--- src/rtl/ahb2_soc_chan_bank_if.sv ---
// AHB-Lite bus signals of the SoC debugger AHB2 port.
interface ahb2_soc_chan_bank_if;
    logic        AHB2HSEL;
    logic [31:0] AHB2HADDR;
    logic [1:0]  AHB2HTRANS;
    logic        AHB2HWRITE;
    logic [31:0] AHB2HWDATA;
    logic        AHB2HREADYIN;
    logic [31:0] AHB2HRDATA;
    logic        AHB2HREADY;
    logic [1:0]  AHB2HRESP;

    modport master (
        output AHB2HSEL, AHB2HADDR, AHB2HTRANS, AHB2HWRITE, AHB2HWDATA, AHB2HREADYIN,
        input  AHB2HRDATA, AHB2HREADY, AHB2HRESP
    );

    modport slave (
        input  AHB2HSEL, AHB2HADDR, AHB2HTRANS, AHB2HWRITE, AHB2HWDATA, AHB2HREADYIN,
        output AHB2HRDATA, AHB2HREADY, AHB2HRESP
    );
endinterface

--- src/rtl/ahb2_soc_chan_bank.sv ---
// AHB-Lite slave: N_CH measurement channels plus a capture-BRAM read window.
// Define AHB2_ERR_RESP_EN to answer unmapped accesses with a two-cycle ERROR response.
module ahb2_soc_chan_bank #(
    parameter int unsigned N_CH     = 4,
    parameter int unsigned BRAM_AW  = 8,
    parameter int unsigned BRAM_LAT = 2,
    parameter int unsigned MODE_W   = 4
) (
    input  logic                HCLK,
    input  logic                AHB2HRESETn,
    ahb2_soc_chan_bank_if.slave ahb,
    output logic [MODE_W-1:0]   mode_out,
    output logic [N_CH-1:0]     ch_start,
    output logic [N_CH-1:0]     ch_ack,
    input  logic [N_CH-1:0]     ch_ready,
    input  logic [32*N_CH-1:0]  ch_res_a,
    input  logic [32*N_CH-1:0]  ch_res_b,
    output logic [BRAM_AW-1:0]  bram_raddr,
    input  logic [31:0]         bram_rdata
);
`ifdef AHB2_ERR_RESP_EN
    localparam bit ErrEn = 1'b1;
`else
    localparam bit ErrEn = 1'b0;
`endif

    typedef enum logic [2:0] {StIdle, StWrData, StRdWait, StRdDone, StErr1, StErr2} state_e;
    typedef enum logic [1:0] {ClsReg, ClsCh, ClsBram, ClsUnmap} cls_e;

    state_e             state_q;
    cls_e               cls_q, cls_a;
    logic [11:0]        offs, addr_q;
    logic [2:0]         cnt_q;
    logic [MODE_W-1:0]  mode_q;
    logic [N_CH-1:0]    ctrl_q, ack_q;
    logic [BRAM_AW-1:0] raddr_q;
    logic [31:0]        hrdata_q, rd_val;
    logic               hready_q;
    logic [1:0]         hresp_q;
    logic               accept;
    int unsigned        ch_idx;

    assign offs   = ahb.AHB2HADDR[11:0];
    assign accept = ahb.AHB2HSEL & ahb.AHB2HTRANS[1] & ahb.AHB2HREADYIN;
    assign ch_idx = 32'(addr_q[7:4]) - 32'd1;

    always_comb begin
        cls_a = ClsUnmap;
        if (offs == 12'h000) begin
            cls_a = ClsReg;
        end else if (offs >= 12'h010 && {1'b0, offs} < 13'(16 + 16 * N_CH)) begin
            cls_a = ClsCh;
        end else if (offs >= 12'h400 && {1'b0, offs} < 13'(1024 + (4 << BRAM_AW))) begin
            cls_a = ClsBram;
        end
    end

    always_comb begin
        rd_val = '0;
        unique case (cls_q)
            ClsReg:   rd_val = 32'(mode_q);
            ClsBram:  rd_val = bram_rdata;
            ClsUnmap: rd_val = 32'hDEAD_BEEF;
            ClsCh: begin
                for (int unsigned i = 0; i < N_CH; i++) begin
                    if (ch_idx == i) begin
                        unique case (addr_q[3:2])
                            2'd0: rd_val = {31'b0, ctrl_q[i]};
                            2'd1: rd_val = {31'b0, ch_ready[i]};
                            2'd2: rd_val = ch_res_a[32*i +: 32];
                            2'd3: rd_val = ch_res_b[32*i +: 32];
                        endcase
                    end
                end
            end
        endcase
    end

    always_ff @(posedge HCLK or negedge AHB2HRESETn) begin
        if (!AHB2HRESETn) begin
            state_q  <= StIdle;
            cls_q    <= ClsReg;
            addr_q   <= '0;
            cnt_q    <= '0;
            mode_q   <= '0;
            ctrl_q   <= '0;
            ack_q    <= '0;
            raddr_q  <= '0;
            hrdata_q <= '0;
            hready_q <= 1'b1;
            hresp_q  <= 2'b00;
        end else begin
            ack_q <= '0;
            // Write data is valid on the edge that closes the data phase.
            if (state_q == StWrData) begin
                if (cls_q == ClsReg) begin
                    mode_q <= ahb.AHB2HWDATA[MODE_W-1:0];
                end else if (cls_q == ClsCh && addr_q[3:2] == 2'd0) begin
                    for (int unsigned i = 0; i < N_CH; i++) begin
                        if (ch_idx == i) begin
                            ctrl_q[i] <= ahb.AHB2HWDATA[0];
                            ack_q[i]  <= ahb.AHB2HWDATA[1];
                        end
                    end
                end
            end
            unique case (state_q)
                StRdWait: begin
                    if (cnt_q == 3'd0) begin
                        state_q  <= StRdDone;
                        hready_q <= 1'b1;
                        hrdata_q <= rd_val;
                    end else begin
                        cnt_q <= cnt_q - 3'd1;
                    end
                end
                StErr1: begin
                    state_q  <= StErr2;
                    hready_q <= 1'b1;
                end
                default: begin
                    // Ready states: a new address phase may be accepted here.
                    state_q  <= StIdle;
                    hready_q <= 1'b1;
                    hresp_q  <= 2'b00;
                    if (accept) begin
                        addr_q <= offs;
                        cls_q  <= cls_a;
                        if (ErrEn && cls_a == ClsUnmap) begin
                            state_q  <= StErr1;
                            hready_q <= 1'b0;
                            hresp_q  <= 2'b01;
                        end else if (ahb.AHB2HWRITE) begin
                            state_q <= StWrData;
                        end else begin
                            state_q  <= StRdWait;
                            hready_q <= 1'b0;
                            cnt_q    <= (cls_a == ClsBram) ? 3'(BRAM_LAT) : 3'd0;
                            if (cls_a == ClsBram) begin
                                raddr_q <= offs[BRAM_AW+1:2];
                            end
                        end
                    end
                end
            endcase
        end
    end

    assign mode_out       = mode_q;
    assign ch_start       = ctrl_q;
    assign ch_ack         = ack_q;
    assign bram_raddr     = raddr_q;
    assign ahb.AHB2HRDATA = hrdata_q;
    assign ahb.AHB2HREADY = hready_q;
    assign ahb.AHB2HRESP  = ErrEn ? hresp_q : 2'b00;

    logic unused_bits;
    assign unused_bits = ^{ahb.AHB2HADDR[31:12], ahb.AHB2HTRANS[0], ahb.AHB2HWDATA,
                           addr_q[11:8], addr_q[1:0]};
endmodule
--- src/flat_wrapper.sv ---
// flat-port wrapper written by rule: the top's interface ports become plain ports
module ahb2_soc_chan_bank_flat 
#(
    parameter int unsigned N_CH     = 4,
    parameter int unsigned BRAM_AW  = 8,
    parameter int unsigned BRAM_LAT = 2,
    parameter int unsigned MODE_W   = 4
)
  (HCLK, AHB2HRESETn, mode_out, ch_start, ch_ack, ch_ready, ch_res_a, ch_res_b, bram_raddr, bram_rdata, ahb_AHB2HSEL, ahb_AHB2HADDR, ahb_AHB2HTRANS, ahb_AHB2HWRITE, ahb_AHB2HWDATA, ahb_AHB2HREADYIN, ahb_AHB2HRDATA, ahb_AHB2HREADY, ahb_AHB2HRESP);
  ahb2_soc_chan_bank_if ahb_i ();
  input  logic HCLK;
  input  logic AHB2HRESETn;
  output logic [MODE_W-1:0] mode_out;
  output logic [N_CH-1:0] ch_start;
  output logic [N_CH-1:0] ch_ack;
  input  logic [N_CH-1:0] ch_ready;
  input  logic [32*N_CH-1:0] ch_res_a;
  input  logic [32*N_CH-1:0] ch_res_b;
  output logic [BRAM_AW-1:0] bram_raddr;
  input  logic [31:0] bram_rdata;
  input wire logic [$bits(ahb_i.AHB2HSEL)-1:0] ahb_AHB2HSEL;
  input wire logic [$bits(ahb_i.AHB2HADDR)-1:0] ahb_AHB2HADDR;
  input wire logic [$bits(ahb_i.AHB2HTRANS)-1:0] ahb_AHB2HTRANS;
  input wire logic [$bits(ahb_i.AHB2HWRITE)-1:0] ahb_AHB2HWRITE;
  input wire logic [$bits(ahb_i.AHB2HWDATA)-1:0] ahb_AHB2HWDATA;
  input wire logic [$bits(ahb_i.AHB2HREADYIN)-1:0] ahb_AHB2HREADYIN;
  output wire logic [$bits(ahb_i.AHB2HRDATA)-1:0] ahb_AHB2HRDATA;
  output wire logic [$bits(ahb_i.AHB2HREADY)-1:0] ahb_AHB2HREADY;
  output wire logic [$bits(ahb_i.AHB2HRESP)-1:0] ahb_AHB2HRESP;
  assign ahb_i.AHB2HSEL = ahb_AHB2HSEL;
  assign ahb_i.AHB2HADDR = ahb_AHB2HADDR;
  assign ahb_i.AHB2HTRANS = ahb_AHB2HTRANS;
  assign ahb_i.AHB2HWRITE = ahb_AHB2HWRITE;
  assign ahb_i.AHB2HWDATA = ahb_AHB2HWDATA;
  assign ahb_i.AHB2HREADYIN = ahb_AHB2HREADYIN;
  assign ahb_AHB2HRDATA = ahb_i.AHB2HRDATA;
  assign ahb_AHB2HREADY = ahb_i.AHB2HREADY;
  assign ahb_AHB2HRESP = ahb_i.AHB2HRESP;
  ahb2_soc_chan_bank #(.N_CH(N_CH), .BRAM_AW(BRAM_AW), .BRAM_LAT(BRAM_LAT), .MODE_W(MODE_W)) u_core (.HCLK(HCLK), .AHB2HRESETn(AHB2HRESETn), .ahb(ahb_i), .mode_out(mode_out), .ch_start(ch_start), .ch_ack(ch_ack), .ch_ready(ch_ready), .ch_res_a(ch_res_a), .ch_res_b(ch_res_b), .bram_raddr(bram_raddr), .bram_rdata(bram_rdata));
endmodule
--- config.mk ---
export PLATFORM = sky130hd
export DESIGN_NAME = ahb2_soc_chan_bank_flat
export DESIGN_NICKNAME = d
export VERILOG_FILES = /design/src/rtl/ahb2_soc_chan_bank_if.sv /design/src/rtl/ahb2_soc_chan_bank.sv /design/src/flat_wrapper.sv
export SDC_FILE = /design/constraint.sdc
export NUM_CORES = 1
export LEC_CHECK = 0
export BUFFER_PORTS_ARGS = -buffer_cell sky130_fd_sc_hd__buf_2
export CORE_AREA = 5 5 159 161
export DETAILED_ROUTE_END_ITERATION = 10
export DIE_AREA = 0 0 164 166
export PLACE_DENSITY = 0.61
export REMOVE_ABC_BUFFERS = 1
export SYNTH_ARGS = -nofsm -noshare
export SYNTH_HDL_FRONTEND = slang
export SYNTH_SLANG_ARGS = --single-unit
--- constraint.sdc ---
create_clock -name HCLK -period 2.24 [get_ports HCLK]
set_input_delay 0.336 -clock HCLK [delete_from_list [all_inputs] [get_ports HCLK]]
set_output_delay 0.336 -clock HCLK [all_outputs]
set_load 0.05 [all_outputs]
==> summary.txt, run 1 <==
Timing
  • Setup Viol. Count Final: 0
  • RSZ-0062 raised after global routing: false
  • Fin. Hold Viols: 18
  • Final period utilization: 92.47%
  • Hold_ws: -0.02708 ns
  • Slew margin rel.: 51.18%
  • Skew final: 0.009035 ns
  • Fin crit period: 2.071 ns
  • Fmax: 482.8 MHz
  • Worst Max-Slew Pin Slew: 0.7308 ns
  • Fin. max-slew vios: 0

Pwr
  • Combinational power share: 60.2%
  • Cell Pwr Density: 1152 mW/mm²
  • Clock power frac: 17.0%
  • Internal Power: 4937 µW
  • Lkg Pwr: 0.003701 µW
  • Max IR drop VDD: 623.4 µV
  • Switching Fraction: 48.13%
  • Sequential Power Share: 22.7%
  • Net load switching power: 4580 µW

Min path
  • Hold crit path type: in2async

GRT
  • Met2 Usage GRT: 29.00%
  • Global-route wire length before repair: 35280 µm
  • Initial antenna violation count: 3
  • Gr usage total: 16.66%
  • Met1 Track Usage GR: 20.34%
  • Global route overflow: 0
  • Busiest grt layer: met2
  • Vias in the first global route: 6269
  • Pin count of the biggest net entering global routing: 42
  • GRT met3 Usage: 4.170%

Routing
  • Vias: 6151
  • Vias per std cell: 4.874
  • Post-DR wirelength/cell: 19.03 µm
  • Detailed Route WL: 24020 µm
  • TritonRoute pass-1 iters: 5
  • Remaining DRCs: 0
  • Starting DRT DRC Count: 349
  • DRT antenna net count: 0

Die
  • Die span in x: 164 µm
  • Io pins: 418
  • Rows: 57
  • Core area: 0.02382 mm²
  • Die Area: 0.02722 mm²
  • Initial Util: 23.48%
  • Die height: 166 µm

Logic synthesis
  • Synth unique cells: 56
  • Ys async rst share: 100.0%
  • Yosys reg bits: 67
  • Syn Inst Count: 582
  • Syn_area_per_cell: 9.612 µm²
  • Post-synth EDFFs: 0
  • Seq/Total Area, Yosys: 29.99%
  • Synth Warn #: 0
  • Mapped Area: 0.005594 mm²
  • Dominant synthesized flop cell: dfrtp_1

Placement
  • HPWL after detailed placement: 19390 µm
  • I/O Buffers: 366
  • Post-place instance area: 0.007933 mm²
  • GP Congestion: 0.8401
  • Placed cell count: 1246

Run status
  • Failing checks: negative hold slack
  • Status: finished with violations

Finish
  • Final core occ: 34.69%
  • Diode count: 0
  • Layout cell share with drive strength beyond 1: 60.13%
  • Layout area overhead: 47.73%
  • Final Instance Area: 0.008264 mm²
  • Finished Layout Cells: 1262
  • Final nets: 1298

Worst setup path
  • Worst Path Required: 2.52 ns
  • WP data arrival: 2.35 ns
  • Startpoint types: flip-flop
  • Worst-path maximum fanout: 17
  • Crit end category: flip-flop
  • Crit Path Category: reg2reg

Clock tree
  • Clock slew at reported path FFs: 0.06 ns
  • Clock Latency Late Sink: 0.35 ns
  • Post-CTS Resized: 0
  • Clk buf depth: 2
  • Htree depth: 3
  • Hold-fix buffers at CTS: 0
  • CTS tree: built
  • CTS Sinks: 67
  • Postcts setup bufs: 0
  • Inserted Clock Buffers: 9
  • Root buf cell: clkbuf_16

Flow run
  • Maxcap violations: 0
==> worst max-delay path, cell delays in order (launching register included) <==
cell	delay, ns
dfrtp_1	0.44
buf_4	0.19
nor4b_4	0.26
buf_4	0.30
nand3_1	0.11
a211oi_1	0.48
o22a_1	0.21
==> per-layer routing <==
| layer | part of all wire, % | wire (µm) |
|---|---|---|
| met3 | 8.9 | 2137 |
| met4 | 2.4 | 569 |
| met5 | 0.11 | 27 |
| met1 | 40 | 9612 |
| met2 | 49 | 11680 |
==> cells by family after synthesis <==
| group | Yosys count | share of synthesized area (%) |
|---|---|---|
| fa+ha+maj | 2 | 0.4473 |
| other cells | 1 | 0.06703 |
| buf+inv | 65 | 5.435 |
| flops | 67 | 29.99 |
| xor+xnor | 2 | 0.3132 |
| mux | 153 | 31.07 |
| simple gates | 103 | 10.58 |
| compound gates | 189 | 22.10 |
==> registers in the layout (all words and copies together) (netlist names) <==
name,count
u_core.bram_raddr,8
u_core.ahb.AHB2HRDATA,32
u_core.cnt_q,3
u_core.ch_ack,4
u_core.cls_q,2
u_core.ahb.AHB2HREADY,1
u_core.mode_out,4
u_core.addr_q,6
u_core.ch_start,4
u_core.state_q,3
==> path summary, 6_finish.rpt <==
kind                                                 startpoint                                    end  slack, ns  cells past startpoint
max reg2reg                        u_core.addr_q[7]$_DFFE_PN0P_  u_core.ahb.AHB2HRDATA[13]$_DFFE_PN0P_       0.17                      6
max                                u_core.addr_q[7]$_DFFE_PN0P_  u_core.ahb.AHB2HRDATA[13]$_DFFE_PN0P_       0.17                      6
max in group asynchronous                           AHB2HRESETn  u_core.ahb.AHB2HRDATA[27]$_DFFE_PN0P_       1.53                      2
min in group HCLK                             ahb_AHB2HWDATA[3]         u_core.mode_out[3]$_DFFE_PN0P_       0.22                      2
min                                                 AHB2HRESETn         u_core.mode_out[1]$_DFFE_PN0P_      -0.03                      1
min reg2reg                u_core.ahb.AHB2HRDATA[1]$_DFFE_PN0P_   u_core.ahb.AHB2HRDATA[1]$_DFFE_PN0P_       0.50                      1
==> cells in the mapped netlist (2+ instances only) <==
cell	instances	area share (%)
clkbuf_1	29	1.9
mux4_2	4	1.6
a211o_1	8	1.3
nand2b_1	2	0.22
o21ai_0	28	2.5
a21oi_1	63	5.6
a32oi_1	8	1.3
buf_1	5	0.34
mux2i_1	24	4.3
nor2_1	21	1.4
buf_4	2	0.27
a31oi_1	10	1.1
o211ai_1	19	2.5
or2_2	2	0.22
nor4b_1	3	0.47
nor2b_1	3	0.34
buf_2	24	2.1
o22a_1	19	3.0
a211oi_1	23	3.1
mux2_2	125	25
nand3_1	39	3.5
inv_1	2	0.13
o32a_1	3	0.54
ha_1	2	0.45
nand2_1	14	0.94
and3_1	3	0.34
buf_6	3	0.60
dfrtp_1	66	30
==> cells in the final DEF (no fill, tap or decap), drive strengths merged, types with 2 or more instances in the layout <==
cell,Yosys,routed
inv,2,6
o211ai,19,19
or2,2,2
mux2i,24,24
a32oi,8,8
ha,2,2
o22a,19,19
nor2,21,21
nor3,2,2
dfrtp,66,66
mux2,125,125
conb,1,2
a211o,8,8
o21ai,28,28
nor4b,5,5
buf,34,402
nand2b,2,2
a21oi,63,63
nor2b,3,3
a31oi,10,10
mux4,4,4
a211oi,23,23
clkbuf,29,9
bufinv,0,2
o32a,3,3
nand3,39,39
nand2,15,15
and3,3,3
nor3b,3,3
==> through the flow <==
stage                     setup TNS (ns)  setup slack (ns)  power [µW]
final                                  0            0.1688        9517
after detailed placement               0            0.1547        7956
after CTS                              0            0.1339        9636
after global routing                   0           0.02247       10100
after floorplan                   -80.42            -2.174        6104
after global placement                 0            0.1912        7897
==> area by class of cell <==
cell class / count / area (µm²)
multi-input combinational: 451 / 3643
clock inverter: 7 / 106.4
sequential: 67 / 1684
fill: 2516 / 15560
inverter: 2 / 7.507
tap: 324 / 405.4
clock buffer: 9 / 225.2
timing repair buffer: 402 / 2192
==> power groups by stage <==
stage	registers, µW	logic (µW)	clock network, µW
finish	2160	5730	1620
floorplan	3770	2330	0
CTS	2180	5770	1690
global route	2250	6130	1730
detailed placement	2190	5760	0
global placement	2170	5730	0
No activity file was read; power rests on OpenSTA's default activity.
==> run 2: changes to the inputs <==
Settings changed: ABC_AREA set to 1, CORE_AREA 5 5 159 161 to 5 5 160 162, DIE_AREA 0 0 164 166 to 0 0 165 167, PLACE_DENSITY 0.61 to 0.6.
==> run 2 against run 1 <==
  * Critical path depth rose by 2
  * Setup slack improved by 0.13 ns
  * Synthesized area is 0.27% lower
  * Count of clock-buffer cells in the layout stayed put
  * Fmax up 6.5%
  * Global-route usage is 1.2 points higher
  * Total power grew 1.5%
  * Flip-flop and latch count did not move
  * Highest routed layer unchanged
  * Via count is 21% higher
  * Hold slack gained 0.25 ns
  * Largest cell class unchanged
  * The flow now finishes without violations
  * Non-clock buffer count is 8 lower
  * Sequential share of layout area is 0.25 points higher
==> summary.txt, run 2 <==
Routing
  • Starting DRT DRC Count: 516
  • Vias: 7453
  • Remaining DRCs: 0
  • Vias per std cell: 4.567
  • Post-DR wirelength/cell: 15.91 µm
  • Detailed Route WL: 25970 µm
  • TritonRoute pass-1 iters: 5
  • DRT antenna net count: 0

Die
  • Io pins: 418
  • Core area: 0.02396 mm²
  • Die span in x: 165 µm
  • Rows: 57
  • Initial Util: 23.28%
  • Die Area: 0.02756 mm²
  • Die height: 167 µm

Logic synthesis
  • Mapped Area: 0.005579 mm²
  • Synth Warn #: 0
  • Yosys top cell area share: 29.60%
  • Post-synth EDFFs: 0
  • Largest cells by area after synthesis: dfrtp_1, nand2_1, nand3_1, a21oi_1, nor2_1
  • Synth top cells by count: nand2_1, nand3_1, nor2_1, a21oi_1, dfrtp_1
  • Syn_area_per_cell: 5.830 µm²
  • Most common cell in the netlist: nand2_1
  • Ys async rst share: 100.0%
  • Synth unique cells: 30
  • Seq/Total Area, Yosys: 30.07%
  • Post-synth top area cell: dfrtp_1
  • Yosys reg bits: 67
  • Syn Inst Count: 957
  • Dominant synthesized flop cell: dfrtp_1

Finish
  • Filler instances: 2713
  • Most frequent cells in the layout: nand2_1, buf_2, nand3_1, nor2_1, a21oi_1
  • Register area: 0.001679 mm²
  • Finished Layout Cells: 1632
  • Final Instance Area: 0.008139 mm²
  • Diode count: 0
  • Final nets: 1668
  • Commonest non-fill, non-tap cell in the layout: nand2_1
  • Footprint of the multi-input gates: 0.003450 mm²
  • Max FFs per register: 32
  • Layout cell share with drive strength beyond 1: 32.72%
  • Layout area overhead: 45.88%

Clock tree
  • Root buf cell: clkbuf_16
  • Htree depth: 3
  • Hold-fix buffers at CTS: 1
  • CTS tree: built
  • Postcts setup bufs: 0
  • Clock Latency Late Sink: 0.34 ns
  • Inserted Clock Buffers: 9
  • Post-CTS Resized: 0
  • Clk buf depth: 2
  • Clock slew at reported path FFs: 0.07 ns
  • CTS Sinks: 67

GRT
  • Gr usage total: 17.81%
  • Global route overflow: 0
  • Vias in the first global route: 7184
  • Global-route wire length before repair: 38580 µm
  • Pin count of the biggest net entering global routing: 67
  • Initial antenna violation count: 3

Flow run
  • Maxcap violations: 0

Timing
  • Fin. max-slew vios: 0
  • Fin worst setup slack: 0.2954 ns
  • Fin. Hold Viols: 0
  • Skew final: 0.007593 ns
  • Setup Viol. Count Final: 0
  • Fmax: 514.2 MHz
  • Worst Max-Slew Pin Slew: 0.6918 ns
  • RSZ-0062 raised after global routing: false
  • Slew margin rel.: 53.83%
  • Final period utilization: 86.81%
  • Hold_ws: 0.2191 ns
  • Fin crit period: 1.945 ns

Worst setup path
  • Worst Path Required: 2.50 ns
  • Worst-path maximum fanout: 16
  • Startpoint types: flip-flop
  • Max stage delay on crit path: 0.51 ns
  • Crit Path Category: reg2reg
  • WP data arrival: 2.21 ns
  • CP max-delay cell: inv_1
  • Cell mode on critical path: inv_1
  • Crit end category: flip-flop
  • CP Cell Sequence: inv_1 -> ha_1 -> inv_1 -> nor3_4 -> inv_1 -> buf_4 -> nor2_1 -> a21oi_1

Placement
  • Placed cell count: 1615
  • Place WS: 0.2950 ns
  • Post-place instance area: 0.007820 mm²
  • I/O Buffers: 366
  • GP Congestion: 0.8457
  • HPWL after detailed placement: 20320 µm

Pwr
  • Cell Pwr Density: 1187 mW/mm²
  • Total power: 9658 µW
  • Lkg Pwr: 0.004332 µW
  • Max IR drop VDD: 484.6 µV

Run status
  • Status: finished, final reports clean

Min path
  • Hold crit path type: in2reg
run 2: changes by cell type in the layout (fill, tap and decap cells not counted), moves of 19 or more:
cell,change
nand2_1,+381
o22a_1,-19
nor2_1,+87
mux2_2,-124
nand3_1,+116
inv_1,+32
a21oi_1,+19
mux2i_1,-24
o211ai_1,-19
a211oi_1,-22
run 2: through the flow:
| stage | utilization (%) | setup TNS (ns) |
|---|---|---|
| 3_5_place_dp | 32.63 | 0 |
| 4_1_cts | 33.97 | 0 |
| 3_3_place_gp | 32.63 | 0 |
| 6_report | 33.97 | 0 |
| 5_1_grt | 33.97 | 0 |
| 2_1_floorplan | - | -17.38 |
run 2: final timing paths:
kind                                              from                                    to  slack [ns]  cells past startpoint
max                        u_core.cnt_q[0]$_DFFE_PN0P_  u_core.ahb.AHB2HRDATA[7]$_DFFE_PN0P_        0.30                      8
min                                  ahb_AHB2HWDATA[3]        u_core.mode_out[3]$_DFFE_PN0P_        0.22                      2
max reg2reg                u_core.cnt_q[0]$_DFFE_PN0P_  u_core.ahb.AHB2HRDATA[7]$_DFFE_PN0P_        0.30                      8
min reg2reg                u_core.cnt_q[0]$_DFFE_PN0P_           u_core.cnt_q[0]$_DFFE_PN0P_        0.47                      1
max in group asynchronous                  AHB2HRESETn     u_core.ahb.AHB2HREADY$_DFFE_PN1P_        1.17                      3
min in group asynchronous                  AHB2HRESETn        u_core.ch_start[0]$_DFFE_PN0P_        0.47                      2
run 2: cell type report:
class,count,area share [%]
repair buffers,394,26.38
flip-flops and latches,67,20.63
multi-input cells,792,42.38
inverters,39,1.829
clock inverters,7,1.030
well taps,324,4.981
clock buffers,9,2.767
run 2: critical path, delay by kind of cell, from the launching register on:
family	cells	cell delay (ns)
buffers and inverters	4	1.01
DFF	1	0.36
and+or+nand+nor	2	0.12
adders and majority gates	1	0.21
AOI/OAI and AO/OA	1	0.14
run 2: kinds of logic (layout without fill, tap and decap cells):
family / count (synthesis) / in the layout / share of synthesized area, %
AOI/OAI and AO/OA: 114 / 114 / 10.43
other: 1 / 2 / 0.06722
buffers and inverters: 99 / 449 / 8.163
and+or+nand+nor: 673 / 673 / 50.62
muxes: 1 / 1 / 0.2018
DFF: 67 / 67 / 30.07
adders and majority gates: 2 / 2 / 0.4485
run 2: per-layer routing:
layer / up-vias / track usage, % / routed length, µm
met5: - / 0 / 41
met1: 3314 / 21.26 / 10650
li1: 3774 / - / -
met4: 6 / 4.304 / 505
met3: 42 / 4.968 / 2293
met2: 317 / 31.39 / 12480
run 2: power by group:
part	total (µW)	switching (µW)	internal [µW]
clock network	1520	637	885
logic	6120	4350	1770
registers	2020	325	1690
total	9660	5310	4350
